==> src/rtl/som_pkg.sv <==
// som_pkg: shared grid size, USS code points, learning-rate shifts and FSM states
package som_pkg;
    localparam int GRID = 8;
    localparam logic [1:0] SEL_WIN  = 2'b00;
    localparam logic [1:0] SEL_NEAR = 2'b01;
    localparam logic [1:0] SEL_FAR  = 2'b10;
    localparam logic [1:0] SEL_NONE = 2'b11;
    localparam int SH_NEAR = 2;
    localparam int SH_FAR  = 3;
    typedef enum logic [2:0] {S_IDLE, S_SEL, S_RD, S_CALC, S_WR, S_DONE} state_e;
endpackage

==> src/rtl/som_lr_shift.sv <==
// som_lr_shift: one neuron component update, w' = w + ((x - w) >>> shift) selected by USS code
module som_lr_shift
    import som_pkg::*;
#(
    parameter int DATA_W = 8
) (
    input  logic [DATA_W-1:0] w,
    input  logic [DATA_W-1:0] x,
    input  logic [1:0]        code,
    output logic [DATA_W-1:0] w_new
);
    logic signed [DATA_W:0] diff, d_near, d_far;
    // The step always lands between w and x, so the modular sum truncates without overflow.
    always_comb begin
        diff   = $signed({1'b0, x}) - $signed({1'b0, w});
        d_near = diff >>> SH_NEAR;
        d_far  = diff >>> SH_FAR;
        w_new  = code == SEL_WIN  ? x :
                 code == SEL_NEAR ? DATA_W'({1'b0, w} + d_near) :
                 code == SEL_FAR  ? DATA_W'({1'b0, w} + d_far) : w;
    end
endmodule

==> src/rtl/som_weight_update.sv <==
// som_weight_update: full-map SOM weight read-modify-write driven by USS neighbourhood codes.
// Define SKIP_FAR_EN to skip rows whose neighbourhood word is all SEL_NONE.
module som_weight_update
    import som_pkg::*;
#(
    parameter int DATA_W = 8,
    parameter int DIM    = 4,
    parameter int ADDR_W = 5
) (
    input  logic                    clk,
    input  logic                    rst,
    input  logic                    start,
    input  logic [2:0]              win_x,
    input  logic [2:0]              win_y,
    input  logic [DIM*DATA_W-1:0]   x_vec,
    output logic [2:0]              uss_xin,
    output logic [2:0]              uss_xc,
    output logic [2:0]              uss_yc,
    input  logic [2*GRID-1:0]       neighbor_sel,
    output logic                    rd_en,
    output logic [ADDR_W-1:0]       rd_addr,
    input  logic [GRID*DATA_W-1:0]  rd_data,
    output logic                    wr_en,
    output logic [ADDR_W-1:0]       wr_addr,
    output logic [GRID*DATA_W-1:0]  wr_data,
    output logic                    busy,
    output logic                    done
);
    localparam int D_W = (DIM > 1) ? $clog2(DIM) : 1;

    state_e                  state_q, state_d;
    logic [2:0]              row_q, row_d, wx_q, wx_d, wy_q, wy_d;
    logic [D_W-1:0]          d_q, d_d;
    logic [DIM*DATA_W-1:0]   x_q, x_d;
    logic [2*GRID-1:0]       sel_q, sel_d;
    logic [GRID*DATA_W-1:0]  wr_data_q, wr_data_d, w_new;
    logic [ADDR_W-1:0]       addr;
    logic [DATA_W-1:0]       x_cur;
    logic                    last_row, last_d, accept;

    assign last_row = row_q == 3'(GRID - 1);
    assign last_d   = d_q == D_W'(DIM - 1);
    assign accept   = state_q == S_IDLE && start;
    assign addr     = ADDR_W'(row_q * DIM + d_q);
    assign x_cur    = x_q[d_q*DATA_W +: DATA_W];

    for (genvar c = 0; c < GRID; c++) begin : g_col
        // USS packs column 0 in the most significant code.
        som_lr_shift #(.DATA_W(DATA_W)) u_lr (
            .w     (rd_data[c*DATA_W +: DATA_W]),
            .x     (x_cur),
            .code  (sel_q[(GRID-1-c)*2 +: 2]),
            .w_new (w_new[c*DATA_W +: DATA_W])
        );
    end

    always_ff @(posedge clk or negedge rst) begin
        if (!rst) state_q <= S_IDLE;
        else      state_q <= state_d;
    end

    always_comb begin
        state_d = state_q;
        row_d   = row_q;
        d_d     = d_q;
        case (state_q)
            S_IDLE: if (start) begin
                state_d = S_SEL;
                row_d   = '0;
                d_d     = '0;
            end
            S_SEL: begin
                state_d = S_RD;
`ifdef SKIP_FAR_EN
                if (neighbor_sel == {GRID{SEL_NONE}}) begin
                    state_d = last_row ? S_DONE : S_SEL;
                    row_d   = last_row ? row_q : row_q + 3'd1;
                end
`endif
            end
            S_RD:   state_d = S_CALC;
            S_CALC: state_d = S_WR;
            S_WR: begin
                state_d = !last_d ? S_RD : !last_row ? S_SEL : S_DONE;
                d_d     = last_d ? '0 : d_q + D_W'(1);
                row_d   = last_d && !last_row ? row_q + 3'd1 : row_q;
            end
            default: state_d = S_IDLE;
        endcase
    end

    always_comb begin
        wx_d      = accept ? win_x : wx_q;
        wy_d      = accept ? win_y : wy_q;
        x_d       = accept ? x_vec : x_q;
        sel_d     = state_q == S_SEL ? neighbor_sel : sel_q;
        wr_data_d = state_q == S_CALC ? w_new : wr_data_q;
    end

    always_ff @(posedge clk or negedge rst) begin
        if (!rst) begin
            row_q     <= '0;
            d_q       <= '0;
            wx_q      <= '0;
            wy_q      <= '0;
            x_q       <= '0;
            sel_q     <= '0;
            wr_data_q <= '0;
        end else begin
            row_q     <= row_d;
            d_q       <= d_d;
            wx_q      <= wx_d;
            wy_q      <= wy_d;
            x_q       <= x_d;
            sel_q     <= sel_d;
            wr_data_q <= wr_data_d;
        end
    end

    always_comb begin
        rd_en   = state_q == S_RD;
        wr_en   = state_q == S_WR;
        done    = state_q == S_DONE;
        busy    = state_q inside {S_SEL, S_RD, S_CALC, S_WR};
        rd_addr = rd_en ? addr : '0;
        wr_addr = wr_en ? addr : '0;
        uss_xin = row_q;
        uss_xc  = wx_q;
        uss_yc  = wy_q;
        wr_data = wr_data_q;
    end
endmodule

==> config.mk <==
export PLATFORM = sky130hd
export DESIGN_NAME = som_weight_update
export DESIGN_NICKNAME = d
export VERILOG_FILES = /design/src/rtl/som_pkg.sv /design/src/rtl/som_lr_shift.sv /design/src/rtl/som_weight_update.sv
export SDC_FILE = /design/constraint.sdc
export NUM_CORES = 1
export LEC_CHECK = 0
export CORE_ASPECT_RATIO = 0.5
export CORE_UTILIZATION = 54
export CTS_CLUSTER_SIZE = 30
export DETAILED_ROUTE_END_ITERATION = 7
export GPL_TIMING_DRIVEN = 1
export PLACE_DENSITY = 0.76
export SETUP_SLACK_MARGIN = 0.2
export SLEW_MARGIN = 20
export SYNTH_ARGS = -nofsm -noshare
export SYNTH_HDL_FRONTEND = slang
export SYNTH_SLANG_ARGS = --single-unit
==> constraint.sdc <==
create_clock -name clk -period 6.4 [get_ports clk]
set_clock_uncertainty 0.05 [all_clocks]
set_input_delay 1.92 -clock clk [delete_from_list [all_inputs] [get_ports clk]]
set_output_delay 1.92 -clock clk [all_outputs]
set_load 0.05 [all_outputs]
==> results of run 1 <==
==> worst max-delay path, stage by stage <==
cell,delay (ns)
clkdlybuf4s50_1,0.64
inv_1,0.08
ha_1,0.32
o21ai_0,0.13
nand2b_1,0.13
a21oi_1,0.25
o21ai_0,0.16
o41ai_1,0.34
xnor2_1,0.22
ha_1,0.31
o311ai_0,0.41
xor2_1,0.13
or3_1,0.31
and3_1,0.18
o41ai_2,0.30
==> sequential cells by signal, summed over array words and instances, names as in the netlist <==
| signal | count |
|---|---|
| d_q | 2 |
| uss_xc | 3 |
| state_q | 3 |
| x_q | 32 |
| uss_yc | 3 |
| sel_q | 16 |
| wr_data | 64 |
| uss_xin | 3 |
==> stage by stage <==
step                  util  setup slack (ns)  hold slack [ns]  instances  cell area [um2]
floorplan                -             1.490           0.3901       1527            13310
global placement    0.6491            0.5237           0.4046       2017            15630
detailed placement  0.6491            0.4399           0.4101       2017            15630
CTS                 0.6737            0.9034           0.4262       2049            16220
global route        0.6738            0.5105           0.4483       2050            16220
finish              0.6738            0.8648           0.4240       2050            16220
==> worst min path at each step <==
stage / slack, ns / start / end / cells past startpoint
floorplan: 0.39 / x_q[13]$_DFFE_PN0P_ / x_q[13]$_DFFE_PN0P_ / 2
global placement: 0.40 / x_q[20]$_DFFE_PN0P_ / x_q[20]$_DFFE_PN0P_ / 2
detailed placement: 0.41 / x_q[17]$_DFFE_PN0P_ / x_q[17]$_DFFE_PN0P_ / 2
CTS: 0.43 / x_q[17]$_DFFE_PN0P_ / x_q[17]$_DFFE_PN0P_ / 2
global route: 0.45 / wr_data[56]$_DFFE_PN0N_ / wr_data[56]$_DFFE_PN0N_ / 2
finish: 0.42 / x_q[20]$_DFFE_PN0P_ / x_q[20]$_DFFE_PN0P_ / 2
==> Yosys cell counts (all sizes together) (2+ instances only) <==
master   count
nand2b      21
o2111ai      3
nor3        39
mux2i        9
mux2        17
nor3b        2
a211oi      20
fa          16
or3          9
o21ai       79
a21boi       7
nand3       19
a31oi       12
xnor2       78
buf          5
a21o        49
o41ai       17
nand2      332
nor4b        3
inv         78
a21oi       73
xor2        48
and3b        4
mux4        51
a211o        8
ha         187
nor2b        2
o21a        12
o21bai       8
dfrtp      126
and3         9
nand3b       2
o31a         5
o221ai       2
clkbuf      56
nor2        83
o31ai        4
and2         9
nand4        4
o211ai       8
a22o         3
==> logic make-up (layout without fill, tap and decap cells) <==
family,after synthesis,after routing,synth area share
and+or+nand+nor,541,541,0.1728
DFF,126,126,0.2370
other,0,1,0
AOI/OAI and AO/OA,315,315,0.1593
muxes,77,77,0.1075
buffers and inverters,139,325,0.04062
adders and majority gates,203,203,0.1999
xor gates and xnor gates,126,126,0.08293
==> cell type report <==
| type | count | share of cell area |
|---|---|---|
| diodes | 1 | 0.0001543 |
| clock buffers | 17 | 0.02623 |
| repair buffers | 215 | 0.1315 |
| flip-flops and latches | 126 | 0.1944 |
| clock inverters | 15 | 0.01034 |
| well taps | 336 | 0.02592 |
| multi-input cells | 1262 | 0.5934 |
| inverters | 78 | 0.01805 |
==> layer usage <==
metal	wire length (um)	vias up	track usage	share of wire
met3	1958	78	0.05895	0.054
li1	-	5750	-	-
met4	1084	0	0.1196	0.030
met5	0	-	0	0
met2	17610	288	0.5130	0.48
met1	15860	5686	0.3748	0.43
==> out/metrics.cfg, run 1 <==
[finish]
nFillCells = 1952
drive_gt1_frac = 0.07064
final_nets = 2024
area_growth_syn_to_layout_pct = 21.90
register_area_um2 = 3153
final_common_cell = nand2_1
layout.cells.most_common_list = 332 x nand2_1, 206 x clkdlybuf4s50_1, 187 x ha_1
multiInputGateArea_um2 = 9625

[synthesis]
ys_seq_area_frac = 0.2370
synth_area_um2 = 13310
async_reset_ff_frac = 1.000
postSynthNetCount = 1851
synth_warnings = 0
synth.lib_cells_used.distinct = 54
synth_edf_count = 0
post_synthesis_mean_instance_area_um2 = 8.714
synth.top_cells.by_area = dfrtp_1 24%, ha_1 18%, nand2_1 9.4%
ys_dominant_reg_cell = dfrtp_1
synthesis.instances = 1527
ys_seq_elements = 126
post-synth-top-area-fraction = 0.2370
synthDominantAreaCellType = dfrtp_1

[worst_setup_path]
required_ns = 6.71
timing.critical_path.arrival_ns = 5.84
timing.setup.critical_path_class = in -> reg
startpoint = rd_data[57]
reg2reg_depth = 14
worstSetupEndpointType = flip-flop
rr_startpoint = d_q[0]$_DFFE_PN0P_
setup.reg_to_reg.worst_slack_ns = 1.09
regToRegEndpoint = wr_data[63]$_DFFE_PN0N_
setup.worst_path.start_class = input port
crit_fanout = 6
cp_capture_point = wr_data[63]$_DFFE_PN0N_

[floorplan]
boundaryPins = 208
rows = 40
die_area_um2 = 25310
die_w_um = 224
chipHeight_um = 113
initial_core_util = 0.5528
core_um2 = 24070

[flow_run]
drv.max_cap_violation_count = 0

[global_routing]
antenna_found_initial = 2
grt_remaining_overflow = 0
number_of_global_route_vias_before_repair = 12040
first_pass_grt_wire_length_um = 59820
grt.total_usage = 0.2997
grt_start_max_net_pins = 91

[outcome]
run_status = complete, no violations

[clock_tree]
cts_inserted_buffers = 17
path_clk_slew_ns = 0.07
cts_tree = done
ctsHoldBuffers = 0
cell_chosen_for_the_clock_root = clkbuf_16
post_cts.resized_instances = 0
numClockSinks = 126
clock_insertion_delay_worst_skew_ns = 0.46
h_tree_depth = 4
post-cts-setup-buffers = 0
max-clock-path-buffers = 2

[placement]
placement.io_buffers = 207
place_congestion = 0.9066
hpwl_reported_at_the_end_of_detailed_placement_um = 27110

[timing]
unrepaired_setup_endpoints_after_global_routing = no
timing.slew.headroom = 0.3413
tightest_slew_ns = 0.9880
final-setup-viol-count = 0
hold_viol_final = 0
final_sum_of_negative_setup_slack_ns = 0
layout_min_cycle_time_ns = 5.535
period_share = 0.8649
fmaxAchievable_ghz = 0.1807
timing_max_transition_violations_final = 0

[drt]
detailedRoute.firstPassIterationCount = 7
num_vias = 11800
totalWireLength_um = 36520
postRouteAntennaNets = 0
drc_violations_left = 0
routedWlPerCell_um = 17.81
initialDrtViolationCount = 622
route.detailed.vias_per_inst = 5.757

[hold_path]
hold_path_class = reg -> reg

Power of run 1 is left out: the tool's default activity adds up to more than one toggle a clock period on the data nets, which glitch-free logic cannot reach.
==> run 2: changes to the inputs <==
CORE_MARGIN = 2   (was not set)
==> run 2 against run 1 <==
Net effect:
- via count up 1.0%
- flip-flop and latch count unchanged
- fmax fell by 0.23%
- critical path depth up 1
- non-clock buffer count increased by 1
- routed wire length rose by 1.7%
- core utilization rose by 0.099 points
- sequential share of layout area is essentially flat
- hold slack improved by 0.00082 ns
- final area rose by 0.15%
- worst setup slack got worse by 0.013 ns
- register-to-register slack improved by 0.39 ns
- critical path type unchanged
==> out/metrics.cfg, run 2 (synthesis gave the netlist of run 1 again) <==
[timing]
timing.slew.headroom = 0.3474  ; was 0.3413
unrepaired_setup_endpoints_after_global_routing = no  ; unchanged
layout_min_cycle_time_ns = 5.548  ; was 5.535 ns
hold_viol_final = 0  ; unchanged
fmaxAchievable_ghz = 0.1802  ; was 0.1807 GHz
period_share = 0.8669  ; was 0.8649
final-setup-viol-count = 0  ; unchanged
timing_max_transition_violations_final = 0  ; unchanged
tightest_slew_ns = 0.9790  ; was 0.9880 ns
final_sum_of_negative_setup_slack_ns = 0  ; unchanged

[placement]
place_congestion = 0.9225  ; was 0.9066
placement.io_buffers = 207  ; unchanged
hpwl_reported_at_the_end_of_detailed_placement_um = 27550  ; was 27110 um

[clock_tree]
cts_inserted_buffers = 17  ; unchanged
path_clk_slew_ns = 0.07  ; about the same
h_tree_depth = 4  ; unchanged
numClockSinks = 126  ; unchanged
cell_chosen_for_the_clock_root = clkbuf_16  ; unchanged
max-clock-path-buffers = 2  ; unchanged
post_cts.resized_instances = 0  ; unchanged
cts_tree = done  ; unchanged
clock_insertion_delay_worst_skew_ns = 0.46  ; about the same
post-cts-setup-buffers = 0  ; unchanged
ctsHoldBuffers = 0  ; unchanged

[global_routing]
antenna_found_initial = 1  ; was 2
grt.total_usage = 0.2951  ; was 0.2997
number_of_global_route_vias_before_repair = 12050  ; was 12040
first_pass_grt_wire_length_um = 59770  ; was 59820 um
grt_start_max_net_pins = 91  ; unchanged
grt_remaining_overflow = 0  ; unchanged

[worst_setup_path]
required_ns = 6.70  ; was 6.71 ns
crit_fanout = 6  ; unchanged
timing.critical_path.arrival_ns = 5.85  ; was 5.84 ns
slowest_delay_ns = 0.67  ; was 0.64 ns
worstSetupEndpointType = flip-flop  ; unchanged
worstPathCellList = clkdlybuf4s50_1 > inv_1 > ha_1 > o21a_1 > o21a_1 > nor2_1 > o21ai_0 > o41ai_1 > xnor2_1 > ha_1 > o21ai_0 > a211oi_1 > xor2_1 > and3b_1 > o21ai_1 > a22o_1  ; was clkdlybuf4s50_1 > inv_1 > ha_1 > o21ai_0 > nand2b_1 > a21oi_1 > o21ai_0 > o41ai_1 > xnor2_1 > ha_1 > o311ai_0 > xor2_1 > or3_1 > and3_1 > o41ai_2
cpMaxStageDelayCell = clkdlybuf4s50_1  ; unchanged
setup.worst_path.start_class = input port  ; unchanged
timing.setup.critical_path_class = in -> reg  ; unchanged

[drt]
postRouteAntennaNets = 0  ; unchanged
route.detailed.vias_per_inst = 5.814  ; was 5.757
totalWireLength_um = 37130  ; was 36520 um
detailedRoute.firstPassIterationCount = 5  ; was 7
routedWlPerCell_um = 18.10  ; was 17.81 um
drc_violations_left = 0  ; unchanged
initialDrtViolationCount = 627  ; was 622
num_vias = 11930  ; was 11800

[floorplan]
initial_core_util = 0.5528  ; unchanged
die_w_um = 226  ; was 224 um
rows = 40  ; unchanged
core_um2 = 24070  ; unchanged
die_area_um2 = 25990  ; was 25310 um2
chipHeight_um = 115  ; was 113 um
boundaryPins = 208  ; unchanged

[finish]
drive_gt1_frac = 0.07118  ; was 0.07064
final_common_cell = nand2_1  ; unchanged
final_nets = 2025  ; was 2024
flip_flop_count_of_the_largest_register_all_copies_and_words_added = 64  ; unchanged
nFillCells = 1925  ; was 1952
area_growth_syn_to_layout_pct = 22.08  ; was 21.90%
layout.cells.most_common_list = 332 x nand2_1, 206 x clkdlybuf4s50_1, 187 x ha_1  ; unchanged

[hold_path]
hold_path_class = reg -> reg  ; unchanged

[flow_run]
drv.max_cap_violation_count = 0  ; unchanged

[outcome]
run_status = complete, no violations  ; unchanged

==> run 2: cell types whose count changed in the layout (fill, tap and decap cells not counted) <==
cell	change
buf_4	+1
clkbuf_8	+1
clkinv_4	-1
clkinv_8	+1
clkinvlp_4	-2
inv_6	+3
inv_8	-2
nor3b_2	-1
nor3b_4	+1
==> run 2: metrics by stage <==
step	instance area, um2	worst slack, ns	cells	util	hold WS [ns]
2_1_floorplan	13310	1.490	1527	-	0.3901
3_3_place_gp	15630	0.5600	2018	0.6494	0.4040
3_5_place_dp	15630	0.4549	2018	0.6494	0.4114
4_1_cts	16240	0.8710	2050	0.6744	0.4280
5_1_grt	16240	0.4685	2051	0.6748	0.4416
6_report	16240	0.8519	2051	0.6748	0.4248
==> run 2: critical path, delay by kind of cell <==
| family | cells | cell delay [ns] |
|---|---|---|
| AOI/OAI and AO/OA | 8 | 1.71 |
| adders and majority gates | 2 | 0.69 |
| xor gates and xnor gates | 2 | 0.43 |
| and+or+nand+nor | 2 | 0.33 |
| buffers and inverters | 2 | 0.75 |
==> run 2: path summary, 6_finish.rpt <==
check	startpoint	cells past startpoint	slack, ns	to
worst min-delay path	x_q[18]$_DFFE_PN0P_	2	0.42	x_q[18]$_DFFE_PN0P_
worst max-delay path	rd_data[49]	16	0.85	wr_data[55]$_DFFE_PN0N_
max in group asynchronous	rst	2	3.78	wr_data[57]$_DFFE_PN0N_
min in group asynchronous	rst	1	1.47	uss_xc[0]$_DFFE_PN0P_
worst max register to register	d_q[0]$_DFFE_PN0P_	18	1.48	wr_data[63]$_DFFE_PN0N_
worst min register to register	x_q[18]$_DFFE_PN0P_	2	0.42	x_q[18]$_DFFE_PN0P_
==> run 2: metal layers <==
metal | wire length [um] | global-route usage | vias up
met1 | 16050 | 0.3598 | 5769
met5 | 0 | 0 | -
li1 | - | - | 5752
met2 | 17890 | 0.5104 | 309
met4 | 1333 | 0.1232 | 0
met3 | 1854 | 0.06696 | 95
==> run 2: layout make-up <==
class / count / area (um2) / area share
diodes: 1 / 2.502 / 0.0001540
clock buffers: 18 / 439.2 / 0.02704
clock inverters: 14 / 163.9 / 0.01009
inverters: 78 / 292.8 / 0.01802
multi-input cells: 1262 / 9632 / 0.5929
flip-flops and latches: 126 / 3153 / 0.1941
well taps: 336 / 420.4 / 0.02588
repair buffers: 216 / 2141 / 0.1318
Power of run 2 is left out for the same reason.
==> RTL change 1: new RTL, settings of run 1 <==
`DATA_W` is set to 8 in 2 places; all go to 12.
--- a/src/rtl/som_lr_shift.sv
+++ b/src/rtl/som_lr_shift.sv
@@ -4,3 +4,3 @@
 #(
-    parameter int DATA_W = 8
+    parameter int DATA_W = 12
 ) (
--- a/src/rtl/som_weight_update.sv
+++ b/src/rtl/som_weight_update.sv
@@ -5,3 +5,3 @@
 #(
-    parameter int DATA_W = 8,
+    parameter int DATA_W = 12,
     parameter int DIM    = 4,
Interface: changed (resized rd_data, wr_data and x_vec); port bits go from 208 to 288. No check against the original RTL was run, so the function may have changed too.
==> RTL change 1 against run 1 <==
  * Final area grew 54%
  * Global-route usage grew 0.10 points
  * Wire length grew 62%
  * Highest routed layer unchanged
  * Worst hold slack is essentially flat
  * Synthesized area grew 56%
  * Via count grew 58%
  * Sequential share of layout area shrank 2.0 points
  * Worst setup slack lost 420 ps
  * Register-to-register slack lost 330 ps
  * Sequential cell count grew 48
Power is left out: it rests on default switching activity, and per cell area and clock period it moved more than threefold.
==> RTL change 1: results (changes against run 1) <==
- Routed wire length: 59100 um (+62%)
- First drt pass iteration count: 5 (-2)
- Synth top cells by count: nand2_1 (312), ha_1 (291), dfrtp_1 (174), xnor2_1 (166), a21oi_1 (159)
- Final #Nets: 3123 (+54%)
- Reg2reg start: d_q[0]$_DFFE_PN0P_
- First-pass GRT wire length: 94200 um (+58%)
- Initial antenna violation count: 5 (+3)
- Layout fillers: 3100 (+59%)
- Critical path class: input pin to flip-flop
- Vias: 18700 (+58%)
- Clock root buffer master: clkbuf_16
- CP startpoint: rd_data[61]
- Synthesized Nets: 2847 (+54%)
- Post-synth ARST share: 100% (unchanged)
- R2R Setup Slk: 760 ps (-330 ps)
- CP arrival: 6270 ps (+430 ps)
- Port buffer count: 287 (+39%)
- Worst-Skew Late Latency: 480 ps (+20 ps)
- GR Util met2: 51.8% (+0.49 points)
- Sequential element share of the synthesized area: 21.0% (-2.7 points)
- M3 GR Usage: 4.44% (-1.5 points)
- Clk slew on worst S/H paths: 90 ps (+20 ps)
- Grt met1 use: 38.8% (+1.3 points)
- Slowest cell delay on critical path: 640 ps (about the same)
- DR iter-0 viols: 1192 (+92%)
- Max FFs per register: 96 (+50%)
- Area contributors post-synth: dfrtp_1 (21%), ha_1 (18%), mux4_2 (8.6%), xnor2_1 (7.0%), nand2_1 (5.6%)
- DR WL/cell: 18.5 um (+4.1%)
- Worst R2R Path Depth: 18 (+4)
- Critical R2R Capture: wr_data[69]$_DFFE_PN0P_
- Number of global-route vias before repair: 18500 (+54%)
- Dpl hpwl: 44200 um (+63%)
- Ys Warns: 0 (unchanged)
- Status: completed
- Crit path max fanout: 5 (-1)
- Final RePlAce weighted congestion: 0.939 (+3.5%)
- H-tree Lvls: 4 (unchanged)
- Ratio of cells with drive above 1 in the final layout: 10.1% (+3.0 points)
- Largest net degree at the start of global routing: 96 (+5.5%)
- Slowest stage cell, crit path: or4b_2
- Post-Syn Instances: 2371 (+55%)
- Cell variety after synth: 74 (+37%)
- GRT Total Usage: 30.1% (+0.10 points)
- Hold Crit Class: flip-flop to flip-flop
- Worst slew pin tran: 1020 ps (+36.8 ps)
- Bufs on Longest Clock Path: 2 (unchanged)
- Primary FF master, synth: dfrtp_1
- Cts bufs inserted: 17 (unchanged)
## RTL change 1: area by class of cell
type | count | share of cell area (%)
sequential | 174 | 17.4
antenna | 5 | 0.0500
inverter | 157 | 2.36
clock inverter | 15 | 0.855
tap | 520 | 2.60
clock buffer | 17 | 1.70
timing repair buffer | 338 | 13.1
multi-input combinational | 1959 | 62.0
## RTL change 1: worst max-delay path: cells and delay by family
kind            cells  cell delay [ps]
fa+ha+maj           2              580
xor+xnor            2              280
buf+inv             2              550
simple gates        4              990
compound gates      7             1230
mux                 2              720
## RTL change 1: per-stage QoR
| step | area [um2] | hold WS (ps) | setup WS, ps |
|---|---|---|---|
| 2_1_floorplan | 20700 | 425 | 744 |
| 4_1_cts | 25000 | 433 | 472 |
| 3_3_place_gp | 24400 | 407 | 58.4 |
| 3_5_place_dp | 24400 | 412 | -29.5 |
| 6_report | 25000 | 424 | 445 |
| 5_1_grt | 25000 | 446 | 199 |
## RTL change 1: worst min-delay path by stage
stage	start	depth (start not counted)	slack, ps	to
2_1_floorplan	x_q[22]$_DFFE_PN0P_	1	420	x_q[22]$_DFFE_PN0P_
3_3_place_gp	wr_data[18]$_DFFE_PN0P_	2	410	wr_data[18]$_DFFE_PN0P_
3_5_place_dp	wr_data[84]$_DFFE_PN0P_	2	410	wr_data[84]$_DFFE_PN0P_
4_1_cts	wr_data[84]$_DFFE_PN0P_	2	430	wr_data[84]$_DFFE_PN0P_
5_1_grt	wr_data[53]$_DFFE_PN0P_	2	450	wr_data[53]$_DFFE_PN0P_
6_report	wr_data[21]$_DFFE_PN0P_	2	420	wr_data[21]$_DFFE_PN0P_
## RTL change 1: repair_timing
item,in CTS,in global routing
endpoints found under the hold margin,0,0
gates resized for setup,0,1
setup endpoints to repair,0,2
buffers inserted,0,1
## RTL change 1: kinds of logic after synthesis
family          count (synthesis)  synth area share, %
simple gates                  710                 15.4
fa+ha+maj                     307                 19.1
buf+inv                       238                 4.40
mux                           170                 13.5
xor+xnor                      222                 9.37
compound gates                550                 17.3
flops                         174                 21.0
## RTL change 1: layer usage
| layer | share of wire, % | routed length, um |
|---|---|---|
| met1 | 44 | 25900 |
| met2 | 49 | 28700 |
| met3 | 4.5 | 2660 |
| met4 | 3.0 | 1780 |
| met5 | 0 | 0 |
==> RTL change 2: new RTL, settings of run 1 <==
Made on the original files. Register the output `wr_addr`, with the module's reset; this adds one clock of latency there. The other outputs are not delayed to match.
--- a/src/rtl/som_weight_update.sv
+++ b/src/rtl/som_weight_update.sv
@@ -29,2 +29,4 @@
     localparam int D_W = (DIM > 1) ? $clog2(DIM) : 1;
+
+    logic [ADDR_W-1:0] wr_addr_d;
 
@@ -125,3 +127,3 @@
         rd_addr = rd_en ? addr : '0;
-        wr_addr = wr_en ? addr : '0;
+        wr_addr_d = wr_en ? addr : '0;
         uss_xin = row_q;
@@ -131,2 +133,10 @@
     end
+    always_ff @(posedge clk or negedge rst) begin
+        if (!rst) begin
+            wr_addr <= '0;
+        end else begin
+            wr_addr <= wr_addr_d;
+        end
+    end
+
 endmodule
Check against the original RTL: not equivalent (Yosys sat finds a counterexample within 10 cycles, from zero or initial values and one cycle with rst low).
==> RTL change 2 against run 1 <==
  * Worst hold slack got worse by 1.6 ps
  * Wire length increased by 1.7%
  * Sequential cell count increased by 5
  * Worst setup slack improved by 26 ps
  * Non-clock buffer count increased by 1
  * Synthesized area increased by 1.1%
  * Count of clock-buffer cells in the layout unchanged
  * Utilization increased by 0.073 points
  * Final area increased by 0.73%
  * Critical path depth unchanged
  * Synthesized cell count increased by 0.72%
  * Critical path type unchanged
  * Critical endpoint is now wr_data[7]$_DFFE_PN0N_
Power is left out: the tool's default activity adds up to more than one toggle a clock period on the data nets, which glitch-free logic cannot reach.
==> RTL change 2: results (changes against run 1) <==
- Ys Warns: 0 (unchanged)
- Slowest cell delay on critical path: 630 ps
- Hold Crit Class: flip-flop to flip-flop
- Initial antenna violation count: 0 (-2)
- Number of global-route vias before repair: 12300 (+1.9%)
- Max FFs per register: 64 (unchanged)
- Crit path max fanout: 6 (unchanged)
- CP arrival: 5800 ps (-40 ps)
- Synth top cells by count: nand2_1 (330), ha_1 (187), dfrtp_1 (131), nor2_1 (87), xnor2_1 (80)
- Sequential element share of the synthesized area: 24.4% (+0.68 points)
- Cts bufs inserted: 17 (unchanged)
- Ratio of cells with drive above 1 in the final layout: 7.03% (-0.037 points)
- Reg2reg start: d_q[0]$_DFFE_PN0P_
- Post-synthesis adder-cell area fraction: 19.8% (-0.21 points)
- Area contributors post-synth: dfrtp_1 (24%), ha_1 (17%), nand2_1 (9.2%), mux4_2 (8.5%), xnor2_1 (5.2%)
- Primary FF master, synth: dfrtp_1
- Mux cell area share after synthesis: 10.6% (-0.12 points)
- Drt via density: 5.84 (+1.4%)
- Setup slack after placement: 466 ps (+25.8 ps)
- DR iter-0 viols: 704 (+13%)
- Worst-Skew Late Latency: 450 ps
- Status: completed
- DR WL/cell: 18.0 um (+1.3%)
- Post-synthesis compound-gate area fraction: 15.7% (-0.24 points)
- First drt pass iteration count: 5 (-2)
- Final #Nets: 2034 (+0.49%)
- Hold_sp: uss_xc[0]$_DFFE_PN0P_
- Clock root buffer master: clkbuf_16
- Synthesized Nets: 1862 (+0.59%)
- Largest net degree at the start of global routing: 99 (+8.8%)
- Clk slew on worst S/H paths: around 60 ps
- Final RePlAce weighted congestion: 0.921 (+1.5%)
- Port buffer count: 207 (unchanged)
- Cell variety after synth: 53 (-1.9%)
- Dpl hpwl: 27800 um (+2.4%)
- CP startpoint: rd_data[1]
- XOR/XNOR Fraction of Synth Area: 8.40% (+0.11 points)
- H-tree Lvls: 4 (unchanged)
- Post-synth ARST share: 100% (unchanged)
- Slowest stage cell, crit path: clkdlybuf4s50_1
- GRT Total Usage: 30.0% (+0.065 points)
- Slew headroom: 35.6% (+1.4 points)
- Postcts setup bufs: 0 (unchanged)
- First-pass GRT wire length: 60700 um (+1.5%)
- Bufs on Longest Clock Path: 2 (unchanged)
==> RTL change 2: layout make-up <==
class | instances | area, um2
multi-input combinational | 1266 | 9630
clock inverter | 14 | 145
sequential | 131 | 3280
clock buffer | 17 | 425
tap | 336 | 420
fill | 2000 | 7880
antenna | 1 | 2.50
inverter | 78 | 293
timing repair buffer | 216 | 2140
==> RTL change 2: worst paths after layout <==
kind / to / slack [ps] / depth (start not counted)
worst max-delay path: wr_data[7]$_DFFE_PN0N_ / 890 / 15
worst max register to register: wr_data[7]$_DFFE_PN0N_ / 1140 / 17
worst min register to register: uss_xc[0]$_DFFE_PN0P_ / 420 / 2
worst min-delay path: uss_xc[0]$_DFFE_PN0P_ / 420 / 2
max in group asynchronous: wr_data[46]$_DFFE_PN0N_ / 3660 / 2
min in group asynchronous: uss_xc[2]$_DFFE_PN0P_ / 1560 / 1
==> RTL change 2: through the flow <==
| stage | cells | area [um2] |
|---|---|---|
| 2_1_floorplan | 1538 | 13400 |
| 3_3_place_gp | 2027 | 15800 |
| 3_5_place_dp | 2027 | 15800 |
| 4_1_cts | 2058 | 16300 |
| 5_1_grt | 2058 | 16300 |
| 6_report | 2059 | 16300 |
==> RTL change 2: routing by layer <==
metal  vias to the layer above  global-route usage (%)  share of wire (%)
met5                         -                       0                  0
met4                         0                    10.6                2.6
met3                        75                    5.26                4.6
met2                       304                    50.8                 48
met1                      5876                    39.0                 45
li1                       5769                       -                  -
==> RTL change 2: kinds of logic after synthesis <==
kind of cell / after synthesis
simple gates: 541
compound gates: 316
fa+ha+maj: 203
buf+inv: 141
flops: 131
xor+xnor: 129
mux: 77
==> RTL change 2: critical path: cells and delay by family <==
kind	cells	cell delay, ps
compound gates	7	1610
xor+xnor	2	400
fa+ha+maj	2	650
buf+inv	2	710
simple gates	2	500
